$ cat src/rtl/input_debouncer.sv
// input_debouncer
// Per-channel two-flop synchronizer followed by a saturating-count bounce
// filter. Each channel drives a registered clean level plus one-cycle rise
// and fall pulses. Channels are fully independent; they share clk and reset.
module input_debouncer #(
  parameter  int WIDTH        = 4,
  parameter  int STABLE_COUNT = 1000000,
  localparam int CNT_W        = $clog2(STABLE_COUNT + 1)
) (
  input  logic             clk,
  input  logic             reset,
  input  logic [WIDTH-1:0] raw_in,
  output logic [WIDTH-1:0] db_out,
  output logic [WIDTH-1:0] rise_pulse,
  output logic [WIDTH-1:0] fall_pulse
);

  // Last count value before a flip. Reaching it with the input still
  // disagreeing means STABLE_COUNT consecutive disagreeing samples were seen.
  localparam logic [CNT_W-1:0] CNT_MAX = CNT_W'(STABLE_COUNT - 1);

  // Synchronizer stages: sync1 may go metastable, sync2 is the clean copy.
  logic [WIDTH-1:0] sync1_q;
  logic [WIDTH-1:0] sync2_q;

  // Filter state and registered outputs.
  logic [WIDTH-1:0] db_q,   db_d;
  logic [WIDTH-1:0] rise_q, rise_d;
  logic [WIDTH-1:0] fall_q, fall_d;
  logic [CNT_W-1:0] cnt_q [WIDTH];
  logic [CNT_W-1:0] cnt_d [WIDTH];

  // Filter next-state: count disagreeing samples, flip the level on the last one.
  always_comb begin
    // NOTE: every output of this block gets a default before any branch,
    // otherwise a path that skips an assignment would infer a latch.
    db_d   = db_q;
    rise_d = '0;
    fall_d = '0;
    for (int i = 0; i < WIDTH; i++) begin
      cnt_d[i] = '0;
      if (sync2_q[i] != db_q[i]) begin
        if (cnt_q[i] == CNT_MAX) begin
          // Sampled value has held long enough: adopt it and announce the edge.
          db_d[i]   = sync2_q[i];
          rise_d[i] = sync2_q[i];
          fall_d[i] = ~sync2_q[i];
        end else begin
          cnt_d[i] = cnt_q[i] + CNT_W'(1);
        end
      end
      // Agreement (or a completed flip) leaves cnt_d at zero, so any return
      // of the input to the current level discards a pending transition.
    end
  end

  // State registers with synchronous active-high reset.
  always_ff @(posedge clk) begin
    // NOTE: sequential state uses non-blocking assignments so every register
    // samples the pre-edge values, which is what makes sync2 lag sync1.
    if (reset) begin
      sync1_q <= '0;
      sync2_q <= '0;
      db_q    <= '0;
      rise_q  <= '0;
      fall_q  <= '0;
      // NOTE: the counter array is small per-channel state, not a RAM, so it
      // is cleared with the rest; a stale count would shorten the first filter
      // window after reset.
      for (int i = 0; i < WIDTH; i++) begin
        cnt_q[i] <= '0;
      end
    end else begin
      sync1_q <= raw_in;
      sync2_q <= sync1_q;
      db_q    <= db_d;
      rise_q  <= rise_d;
      fall_q  <= fall_d;
      for (int i = 0; i < WIDTH; i++) begin
        cnt_q[i] <= cnt_d[i];
      end
    end
  end

  assign db_out     = db_q;
  assign rise_pulse = rise_q;
  assign fall_pulse = fall_q;

endmodule
$ cat config.mk
export PLATFORM = sky130hd
export DESIGN_NAME = input_debouncer
export DESIGN_NICKNAME = d
export VERILOG_FILES = /design/src/rtl/input_debouncer.sv
export SDC_FILE = /design/constraint.sdc
export NUM_CORES = 1
export LEC_CHECK = 0
export CORE_ASPECT_RATIO = 0.9
export CORE_UTILIZATION = 40
export CTS_CLUSTER_DIAMETER = 60
export DETAILED_ROUTE_END_ITERATION = 10
export RECOVER_POWER = 25
export SLEW_MARGIN = 20
export SYNTH_ARGS = -nofsm -noshare
export SYNTH_HDL_FRONTEND = slang
export SYNTH_SLANG_ARGS = --single-unit
$ cat constraint.sdc
create_clock -name clk -period 4.9 [get_ports clk]
set_clock_uncertainty 0.2 [all_clocks]
set_input_delay 0.98 -clock clk [delete_from_list [all_inputs] [get_ports clk]]
set_output_delay 0.98 -clock clk [all_outputs]
set_load 0.05 [all_outputs]
==> results.txt, run 1 <==
----------------------------------------------------
[Detailed routing]
  Via Count ... between 3000 and 4000
  Average wire per cell in the routed design ... ~12 um
  Antenna Violating Nets Remaining ... 0
  First-pass DRT Iterations ... 4
  Number of DRC violations after detailed routing ... 0
  Wire length after detailed routing ... just under 8000 um
  Drt first-iter violations ... roughly 190
  Routed vias/inst ... about 5.2

[Die]
  Full die area ... 11000 um^2
  Die Height ... 99.7 um
  Core Rows ... 35
  Initial core utilization ... between 40% and 50%
  Die width ... around 110 um
  I/O pins ... 18
  Floorplan Core Area ... about 10000 um^2

[Synth]
  Area share of and/or/nand/nor cells after synthesis ... around 30%
  Post-Syn Area ... between 4000 and 5000 um^2
  Adder-cell share of the synthesized area ... about 1.2%
  Ys Warns ... 0
  Number of library cell types mapped by synthesis ... 32
  Yosys top cell area share ... 47.2%
  Synthesized-area fraction occupied by ao, oa, aoi and oai cells ... under 10%
  Gate count after technology mapping ... roughly 480
  Net count of the mapped netlist ... 489
  Post-synthesis share of cell area spent on xor and xnor gates ... 10.5%
  Cell type with the largest total area after synthesis ... sky130_fd_sc_hd__dfxtp_1
  Proportion of synthesized chip area in sequential cells ... around 47%
  Cells taking the most area after synthesis ... sky130_fd_sc_hd__dfxtp_1, sky130_fd_sc_hd__xnor2_1, sky130_fd_sc_hd__nor2_1, sky130_fd_sc_hd__xor2_1, sky130_fd_sc_hd__nand3_1
  Combinational family with the most area after synthesis ... simple AND/OR/NAND/NOR gates
  Count of state elements after synthesis ... 100
  Synthesized area per cell ... approximately 8.9 um^2
  Portion of netlist area occupied by mux cells ... 0%

[Timing]
  Setup Viol. Count Final ... 0
  Timing-limited maximum frequency ... around 0.33 GHz
  Final sum of negative setup slack ... 0 ps
  Remaining max-slew budget at the tightest pin ... 37.3%
  Final max-slew violation count ... 0
  Final setup margin ... 1900 ps
  Hold Vio Cnt, Final ... 0
  Fin crit period ... between 2000 and 3000 ps
  Setup repair after global routing missed its margin ... false
  Worst Tran Pin Value ... around 940 ps
  Final critical-path share of the clock period ... 61.2%

[Outcome]
  Run status ... finished, final reports clean

[Hold path]
  Worst min-delay path category ... reg2reg

[Clock tree]
  Inserted Clock Buffers ... 9
  Source-to-sink clock delay at the later pin of the worst-skew pair ... between 300 and 400 ps
  Post-CTS Resized ... 0
  Clock root buffer master ... sky130_fd_sc_hd__clkbuf_16
  CTS tree ... done
  Clk slew on worst S/H paths ... around 70 ps
  Post-CTS setup buffers ... 0
  Deepest level of the CTS H-tree ... 3
  CTS max path bufs ... 2
  Clock Sink Count ... 100
  Number of hold-repair buffers added at the cts stage ... 0

[Setup path]
  Family of cells with the greatest summed delay on the critical path ... buffers and inverters
  Critical Path Most Common Cell ... sky130_fd_sc_hd__nor2_1
  Kind of start point of the critical path ... input pin
  Crit. End Element ... flip-flop
  Largest fanout on the critical path ... 20
  Worst EP arrival ... around 3000 ps
  Crit path max-delay cell type ... sky130_fd_sc_hd__dlygate4sd3_1
  CP Cell Sequence ... dlygate4sd3_1 > nor2_1 > o21ai_0 > clkbuf_1 > nor2_1
  Crit Path Category ... in2reg
  Number of buffer and inverter stages on the critical path ... 2
  Worst endpoint required time ... 4890 ps
  Critical Path Max Stage Delay ... around 910 ps

[Power and ir drop]
  Peak supply drop ... 0.249 mV
  Pleak ... 1.44 nW
  Cell Int Power ... 0.00125 W
  Combinational cell fraction of total power ... ~1.2%
  Total power after layout ... about 0.0016 W
  Net switching power ... around 0.00032 W
  Register share of total power ... 52.4%
  Power density cells ... 322 nW/um^2
  Net Sw Frac ... approximately 20%
  Clk network pwr share ... between 40% and 50%

[Cells and area]
  Area Growth Syn to Fin ... 14.5%
  Final Core Density ... a little under half
  Most common cell after layout, fill and taps aside ... sky130_fd_sc_hd__dfxtp_1
  Ant diodes ... 0
  Count of nets after finishing ... 507
  Commonest non-fill, non-tap cells in the layout ... sky130_fd_sc_hd__dfxtp_1, sky130_fd_sc_hd__nor2_1, sky130_fd_sc_hd__xnor2_1
  Layout cell share with drive strength beyond 1 ... 4.98%
  Final cell count without fillers ... roughly 630

[Global route]
  All-Layer GR Usage ... approximately 15%
  Global-route wire length before repair ... 13800 um
  Sum of overflow across all layers after global routing ... 0
  Maximum number of pins on one net before global-route repair ... 21
  Via count of the first global-routing pass ... approximately 3200
  Initial antenna violation count ... 0

[Placement]
  Number of input and output port buffers inserted ... 17
  Setup WS pre-CTS ... a little over 2000 ps
  Weighted congestion at the end of routability-driven global placement ... ~0.76
  Placed cell count ... about 620
  Detailed-placement wirelength estimate ... ~5300 um

[Flow run]
  MaxCap Viol Count ... 0

----------------------------------------------------
[cells in the mapped netlist (all sizes together)]
library cell  number
a21oi             29
and2               5
and3              11
and3b              2
and4               6
buf                4
clkbuf             9
dfxtp            100
ha                 4
inv               18
nand2             20
nand3             31
nand4             17
nand4b             1
nor2              68
nor2b              9
nor3               8
nor3b              1
nor4               9
nor4b              5
o21ai             17
o31ai             16
or2                4
or3               16
or4               16
or4b               2
xnor2             33
xor2              18
[final timing paths]
kind / to / slack [ps] / start / cells after the start
hold reg to reg: sync2_q[0] / 240 / sync1_q[0] / 1
setup reg to reg: cnt_q[2][4] / 2570 / cnt_q[2][11] / 5
hold / removal: sync2_q[0] / 240 / sync1_q[0] / 1
setup / recovery: cnt_q[2][4] / 1900 / reset / 5
[through the flow]
stage               hold WS, ps  area [um^2]
finish                      239         4860
global route                258         4860
CTS                         240         4860
detailed placement          227         4550
global placement            218         4550
floorplan                   214         4240
[cells by family after synthesis]
group	after synthesis
compound gates	62
flops	100
simple gates	231
xor+xnor	51
buf+inv	31
fa+ha+maj	4
[registers in the layout, summed over array words and instances (netlist names)]
register and count:
rise_pulse 4, cnt_q 80, sync2_q 4, sync1_q 4
db_out 4, fall_pulse 4
[power by group through the flow]
stage / Combinational [W] / Clock [W] / Sequential [W]
after CTS: 0.0000189 / 0.000749 / 0.000819
after detailed placement: 0.0000188 / 0 / 0.000838
final: 0.0000181 / 0.000726 / 0.000819
after global routing: 0.0000205 / 0.000779 / 0.000819
after floorplan: 0.0000109 / 0 / 0.000837
after global placement: 0.0000182 / 0 / 0.000838
[final cells by class]
cell class,instances,area [um^2]
multi-input combinational,348,2130
clock buffer,11,253
timing repair buffer,20,189
clock inverter,5,60.1
fill,964,5430
tap,129,161
inverter,18,67.6
sequential,100,2000
[per-layer routing]
metal / vias to the layer above / part of all wire [%] / wire length, um / global-route usage, %
li1: 1733 / - / - / -
met1: 1531 / 50 / 3910 / 18.5
met2: 36 / 45 / 3540 / 25.6
met3: 10 / 3.0 / 235 / 4.51
met4: 0 / 1.5 / 119 / 6.56
met5: - / 0 / 0 / 0
Power figures use the tool's default switching activity.
==> run 2: changes to the inputs <==
==> constraint.sdc (replaced) <==
create_clock -name clk -period 3.1 [get_ports clk]
set_clock_uncertainty 0.2 [all_clocks]
set_input_delay 0.62 -clock clk [delete_from_list [all_inputs] [get_ports clk]]
set_output_delay 0.62 -clock clk [all_outputs]
set_load 0.05 [all_outputs]
==> results.txt, run 2 (synthesis results as in run 1) <==
----------------------------------------------------
[Setup path]
  Crit. End Element ... output port
  Largest fanout on the critical path ... 3 (-85%)
  Number of buffer and inverter stages on the critical path ... 1 (-1)
  CP Cell Sequence ... clkdlybuf4s50_1
  Kind of start point of the critical path ... flip-flop
  Number of cells on the critical path ... 1 (-4)
  Critical Path Max Stage Delay ... 830 ps (-80 ps)
  Family of cells with the greatest summed delay on the critical path ... buffers and inverters
  Crit Path Category ... reg2out
  Depth of the worst register-to-register path ... 5 (unchanged)
  Worst EP arrival ... 1560 ps (-1430 ps)
  Crit path max-delay cell type ... sky130_fd_sc_hd__clkdlybuf4s50_1
  Worst endpoint required time ... 2280 ps (-2610 ps)

[Cells and area]
  Final-layout fill cell count ... 1004 (+4.1%)
  Most common cell after layout, fill and taps aside ... sky130_fd_sc_hd__dfxtp_1
  Register name with the most flops ... cnt_q
  Count of nets after finishing ... 510 (+0.59%)
  Commonest non-fill, non-tap cells in the layout ... sky130_fd_sc_hd__dfxtp_1, sky130_fd_sc_hd__nor2_1, sky130_fd_sc_hd__xnor2_1
  Area occupied by multi-input gates ... 2130 um^2 (unchanged)
  Max reg flops ... 80 (unchanged)
  Area Growth Syn to Fin ... 14.5% (about the same)
  Register cell area after layout ... 2000 um^2 (unchanged)
  Layout cell share with drive strength beyond 1 ... 4.55% (-0.43 points)
  Ant diodes ... 0 (unchanged)

[Timing]
  Final sum of negative setup slack ... 0 ps (unchanged)
  Hold Vio Cnt, Final ... 0 (unchanged)
  Setup repair after global routing missed its margin ... false
  Setup Viol. Count Final ... 0 (unchanged)
  Fin crit period ... around 2400 ps
  Final max-slew violation count ... 0 (unchanged)
  Worst hold margin ... 244 ps (+4.89 ps)
  Final critical-path share of the clock period ... 76.6%
  Timing-limited maximum frequency ... between 0.4 and 0.5 GHz
  Worst Tran Pin Value ... 773 ps (-167 ps)
  Remaining max-slew budget at the tightest pin ... 48.5% (+11 points)

[Clock tree]
  Clock Sink Count ... 100 (unchanged)
  CTS tree ... done
  Post-CTS Resized ... 0 (unchanged)
  Clk slew on worst S/H paths ... 60 ps (about the same)
  Post-CTS setup buffers ... 0 (unchanged)
  Deepest level of the CTS H-tree ... 3 (unchanged)
  Source-to-sink clock delay at the later pin of the worst-skew pair ... 330 ps (-20 ps)
  Number of hold-repair buffers added at the cts stage ... 0 (unchanged)
  Clock root buffer master ... sky130_fd_sc_hd__clkbuf_16
  Inserted Clock Buffers ... 9 (unchanged)
  CTS max path bufs ... 2 (unchanged)

[Detailed routing]
  Average wire per cell in the routed design ... 12.2 um (-1.4%)
  Number of DRC violations after detailed routing ... 0 (unchanged)
  Drt first-iter violations ... 176 (-6.4%)
  Routed vias/inst ... 5.20 (-0.80%)
  First-pass DRT Iterations ... 4 (unchanged)
  Antenna Violating Nets Remaining ... 0 (unchanged)
  Wire length after detailed routing ... 7730 um (-0.91%)
  Via Count ... 3299 (-0.33%)

[Power and ir drop]
  Peak supply drop ... 0.389 mV (+56%)
  Power density cells ... 503 nW/um^2 (+56%)
  Total power after layout ... 0.00245 W (+56%)
  Pleak ... 1.45 nW (+0.21%)

[Global route]
  Initial antenna violation count ... 0 (unchanged)
  All-Layer GR Usage ... 14.7% (-0.60 points)
  GR Layer Usage met1 ... 17.8% (-0.69 points)
  Via count of the first global-routing pass ... 3079 (-2.3%)
  Met2 usage in global routing ... 25.8% (+0.19 points)
  Global-route wire length before repair ... 13500 um (-2.2%)
  Maximum number of pins on one net before global-route repair ... 21 (unchanged)
  Met3 demand-to-capacity share in global routing ... 4.69% (+0.18 points)
  Sum of overflow across all layers after global routing ... 0 (unchanged)
  GRT busiest layer ... met2

[Placement]
  Detailed-placement wirelength estimate ... 5320 um (-0.37%)
  Weighted congestion at the end of routability-driven global placement ... 0.801 (+5.8%)
  Number of input and output port buffers inserted ... 17 (unchanged)

[Die]
  Die width ... 111 um (unchanged)
  Die Height ... 99.7 um (unchanged)
  Initial core utilization ... 41.2% (unchanged)
  Core Rows ... 35 (unchanged)
  Floorplan Core Area ... 10300 um^2 (unchanged)
  I/O pins ... 18 (unchanged)
  Full die area ... 11000 um^2 (unchanged)

[Hold path]
  Worst min-delay path category ... reg2reg
  Hold path depth ... 1 (unchanged)

[Outcome]
  Run status ... finished, final reports clean

[Flow run]
  MaxCap Viol Count ... 0 (unchanged)

----------------------------------------------------
==> run 2: power breakdown <==
| part | switching (W) | leakage, nW | internal [W] |
|---|---|---|---|
| clock network | 0.000449 | 0.150 | 0.000672 |
| logic | 0.0000168 | 0.489 | 0.0000129 |
| registers | 0.00000402 | 0.807 | 0.00129 |
| total | 0.000470 | 1.45 | 0.00198 |
==> run 2: path summary, 6_finish.rpt <==
path	from	end	slack, ps
worst max register to register	cnt_q[3][0]	cnt_q[3][15]	780
worst min-delay path	sync1_q[1]	sync2_q[1]	240
worst min register to register	sync1_q[1]	sync2_q[1]	240
worst max-delay path	db_out[0]	db_out[0]	720
==> run 2: cell type report <==
class	count	area share (%)
Tap cell	129	3.32
Clock buffer	13	5.35
Inverter	18	1.39
Sequential cell	100	41.2
Timing Repair Buffer	23	4.12
Clock inverter	3	0.901
Multi-Input combinational cell	348	43.7
==> run 2: layer usage <==
metal  vias up  routed length, um
li1       1748                  -
met1      1516               3900
met2        33               3590
met3         2                207
met4         0                 35
met5         -                  0
==> run 2: per-stage QoR <==
stage          cells  util [%]  area (um^2)  setup WS (ps)
3_5_place_dp     618      44.4         4570            778
2_1_floorplan    479         -         4240           1020
3_3_place_gp     618      44.4         4570            807
5_1_grt          634      47.2         4860            570
4_1_cts          634      47.4         4880            687
6_report         634      47.2         4860            724
